### src/rtl/addsub_seq.sv
// Slice-serial WIDTH-bit add/subtract with carry, overflow, zero, negative flags.
// Define ADDSUB_SATURATE_EN to clamp overflowing results to the signed limit.
module addsub_seq #(
  parameter int WIDTH = 16,
  parameter int SLICE = 4
) (
  input  logic             clk,
  input  logic             rst_n,
  input  logic             start,
  input  logic             mode,
  input  logic [WIDTH-1:0] A,
  input  logic [WIDTH-1:0] B,
  output logic             busy,
  output logic             done,
  output logic [WIDTH-1:0] result,
  output logic             Cout,
  output logic             OverFlow,
  output logic             ZeroFlag,
  output logic             NegFlag
);

  localparam int N  = WIDTH / SLICE;
  localparam int IW = (N > 1) ? $clog2(N) : 1;
  localparam logic [IW-1:0] LAST = IW'(N - 1);

  localparam logic [0:0] IDLE = 1'b0;
  localparam logic [0:0] RUN  = 1'b1;

  logic [0:0]       state;
  logic [IW-1:0]    idx;
  logic [WIDTH-1:0] a_q;
  logic [WIDTH-1:0] b_q;
  logic [WIDTH-1:0] part;
  logic [WIDTH-1:0] full;
  logic [WIDTH-1:0] fin;
  logic             mode_q;
  logic             carry;
  logic [SLICE:0]   sum;
  logic             ovf;

  // b_q already holds ~B for subtraction, so one overflow rule covers both
  always_comb begin
    sum = {1'b0, a_q[idx*SLICE +: SLICE]}
        + {1'b0, b_q[idx*SLICE +: SLICE]}
        + {{SLICE{1'b0}}, carry};
    full = part;
    full[idx*SLICE +: SLICE] = sum[SLICE-1:0];
    ovf = (a_q[WIDTH-1] == b_q[WIDTH-1])
       && (full[WIDTH-1] != a_q[WIDTH-1]);
  end

`ifdef ADDSUB_SATURATE_EN
  always_comb begin
    fin = full;
    if (ovf) begin
      fin = a_q[WIDTH-1] ? {1'b1, {(WIDTH-1){1'b0}}}
                         : {1'b0, {(WIDTH-1){1'b1}}};
    end
  end
`else
  assign fin = full;
`endif

  always_ff @(posedge clk or negedge rst_n) begin
    if (!rst_n) begin
      state    <= IDLE;
      idx      <= '0;
      a_q      <= '0;
      b_q      <= '0;
      part     <= '0;
      mode_q   <= 1'b0;
      carry    <= 1'b0;
      busy     <= 1'b0;
      done     <= 1'b0;
      result   <= '0;
      Cout     <= 1'b0;
      OverFlow <= 1'b0;
      ZeroFlag <= 1'b0;
      NegFlag  <= 1'b0;
    end else begin
      done <= 1'b0;
      unique case (state)
        IDLE: begin
          if (start) begin
            a_q    <= A;
            b_q    <= mode ? ~B : B;
            mode_q <= mode;
            carry  <= mode;
            part   <= '0;
            idx    <= '0;
            busy   <= 1'b1;
            state  <= RUN;
          end
        end
        RUN: begin
          part  <= full;
          carry <= sum[SLICE];
          idx   <= idx + 1'b1;
          if (idx == LAST) begin
            result   <= fin;
            Cout     <= sum[SLICE] ^ mode_q;
            OverFlow <= ovf;
            ZeroFlag <= (fin == '0);
            NegFlag  <= fin[WIDTH-1];
            busy     <= 1'b0;
            done     <= 1'b1;
            idx      <= '0;
            state    <= IDLE;
          end
        end
        default: state <= IDLE;
      endcase
    end
  end

endmodule

### config.mk
export PLATFORM = sky130hd
export DESIGN_NAME = addsub_seq
export DESIGN_NICKNAME = d
export VERILOG_FILES = /design/src/rtl/addsub_seq.sv
export SDC_FILE = /design/constraint.sdc
export NUM_CORES = 1
export LEC_CHECK = 0
export ABC_AREA = 1
export CELL_PAD_IN_SITES_DETAIL_PLACEMENT = 1
export CELL_PAD_IN_SITES_GLOBAL_PLACEMENT = 1
export CORE_MARGIN = 5
export CORE_UTILIZATION = 43
export CTS_CLUSTER_DIAMETER = 100
export DETAILED_ROUTE_END_ITERATION = 10
export PLACE_DENSITY_LB_ADDON = 0.25
export SYNTH_ARGS = -nofsm -noshare
export SYNTH_HDL_FRONTEND = slang
export SYNTH_SLANG_ARGS = --single-unit
### constraint.sdc
create_clock -name clk -period 5 [get_ports clk]
set_input_delay 0.5 -clock clk [delete_from_list [all_inputs] [get_ports clk]]
set_output_delay 0.5 -clock clk [all_outputs]
set_load 0.1 [all_outputs]
==> impl_metrics.yaml <==
status:
  status: "completed"
yosys:
  yosysWarnings: 0
  async_flop_share_pct: 100
  synth_edf_count: 0
  ys.flop_type: "dfrtp_1"
  synth_area_leaders: "dfrtp_1 (49%), nand2_1 (14%), o21ai_0 (5.9%)"
  syn_inst: 443
  synth_nets: 490
  yosysSeqAreaShare_pct: 49.3
  synth_top_cell_area_share_pct: 49.3
  synth_commonest_cells: "nand2_1 (140), dfrtp_1 (74), o21ai_0 (44)"
  yosysTopAreaCell: "dfrtp_1"
  synth_area_sq_um: 3760
  syn_avg_cell_area_sq_um: 8.48
  ys_types: 34
  synth.most_common_cell: "nand2_1"
  synth-seq-cells: 74
die:
  die_h_microns: 103
  die_x_microns: 103
  floorplan.initialDensity_pct: 43.5
  rows: 34
  core-area_sq_um: 8640
  io-pin-count: 58
  fp.dieArea_sq_um: 10700
route:
  drt_iter0_drc: 173
  wl_met1_mm: 4.34
  firstDrtPassIters: 4
  routed_wl_mm: 9.43
  post-route-drc-count: 0
  wl_met3_microns: 334
  ant_nets: 0
  via_count: 3071
  met2_length_mm: 4.60
  top_layer_used: "met4"
  viasPerCell: 5.07
  avgRoutedWirePerCell_microns: 15.6
timing:
  relSlewSlack_pct: 34.4
  period_needed_ps: 3580
  finalCritPeriodShare_pct: 71.5
  max_freq_mhz: 280
  skew_ps: 10.3
  finalHoldViolCount: 0
  tns_ps: 0
  rsz0062_at_grt: "no"
  timing.hold.ws_ps: 356
  final_max_slew_viol_count: 0
  worst_pin_slew_ps: 981
  setup_viol: 0
run:
  max-cap-violations: 0
hold_path:
  hold_class: "in -> async"
worst_setup_path:
  cpPeakStageDelay_ps: 980
  worst_ep_required_time_ps: 5250
  crit_path_end_kind: "flop"
  crit_chain: "inv_4 -> o21ai_0 -> o22ai_1 -> fa_1 -> inv_1 -> fa_1 -> nor2_1 -> nand2_1 -> o21ai_0 -> nor3_2 -> nand2_1 -> nor2_1 -> nand3_1 -> nand2_1"
  crit_path_max_fanout: 28
  crit_path_top_delay_cell: "dfrtp_1"
  cp-start-kind: "flop"
  cp_common_cell: "nand2_1"
  cp.arrival_ps: 3820
  crit_type: "reg -> reg"
clocking:
  post-cts-setup-buffers: 0
  cts.sinks: 74
  clock_latency_ps: 360
  clock-root-buffer: "clkbuf_8"
  max-clock-path-buffers: 2
  htree_levels: 3
  cts_buffers: 9
  ctsHoldBuffers: 0
  clk_pin_slew_ps: 80
  cts_resized: 0
  cts_tree: "built"
placement:
  gp_congestion: 0.858
  dp.cells: 590
  port_buffers: 57
  hpwl_mm: 6.72
global_route:
  grtUsageTotal_pct: 19.5
  grt_pass1_vias: 3263
  grt_overflow: 0
  grt_pass1_wl_mm: 16.1
  grt_antenna_before_repair: 0
  grt_max_degree: 75
cells_and_area:
  drive_above_1_share_pct: 10.8
  antenna_cells: 0
  area_delta_synth_final_pct: 22.0
  final_cells: 606
  final_nets: 540
[area by class of cell]
cell class,count,area [sq um]
clock inverter,5,77.6
inverter,36,138
tap,108,135
sequential,74,1850
fill,1031,4050
multi-input combinational,312,1650
timing repair buffer,60,588
clock buffer,11,141
[metal layers]
layer,GRT usage (%),vias to the layer above
met1,25.6,1481
met2,32.3,56
met3,5.03,17
met5,0,-
met4,4.88,0
li1,-,1517
[worst max-delay path: cells and delay by family, from the launching register on]
family	cells	cell delay [ps]
flip-flops	1	980
AND/OR/NAND/NOR	7	560
AO/OA/AOI/OAI	3	690
adder cells (fa/ha/maj)	2	880
buffers and inverters	2	340
[final timing paths]
path	from	to	slack, ps	cells past startpoint
max	idx[0]$_DFFE_PN0P_	ZeroFlag$_DFFE_PN0P_	1420	14
min	rst_n	result[10]$_DFFE_PN0P_	360	2
max reg2reg	idx[0]$_DFFE_PN0P_	ZeroFlag$_DFFE_PN0P_	1420	14
min reg2reg	result[12]$_DFFE_PN0P_	result[12]$_DFFE_PN0P_	490	2
max in group asynchronous	rst_n	result[9]$_DFFE_PN0P_	4010	2
min in group clk	result[12]$_DFFE_PN0P_	result[12]$_DFFE_PN0P_	490	2
[flip-flops by register name, indices dropped and copies added (netlist names)]
signal,count
Cout,1
OverFlow,1
ZeroFlag,1
a_q,16
b_q,16
busy,1
carry,1
done,1
idx,2
mode_q,1
part,16
result,16
state,1
[logic make-up after synthesis]
family,Yosys count,synth area share [%]
AOI/OAI and AO/OA,77,11.9
xor gates and xnor gates,18,4.20
adders and majority gates,11,4.06
and+or+nand+nor,206,23.8
buffers and inverters,57,6.76
DFF,74,49.3
[layout by cell type (no fill, tap or decap), drive strengths merged, types with 2 or more instances in the layout]
master	netlist	final
clkbuf	6	11
ha	9	9
a21oi	4	4
fa	2	2
a32oi	2	2
inv	35	35
o21ai	51	51
clkinv	1	3
buf	15	4
clkdlybuf4s50	0	56
a22o	4	4
nand4	4	4
o22ai	14	14
nand3	15	15
nand2	145	145
nor2	40	40
bufinv	0	2
dfrtp	74	74
xnor2	17	17
[through the flow]
step | util, % | instance area (sq um) | setup WS (ps)
floorplan | - | 3760 | 2240
detailed placement | 50.5 | 4360 | 1510
CTS | 53.1 | 4580 | 1470
finish | 53.1 | 4580 | 1420
global route | 53.1 | 4580 | 1180
global placement | 50.5 | 4360 | 1670
Power is not shown: default switching activity piles up to over one toggle a cycle in this logic, so the estimate is an artifact.
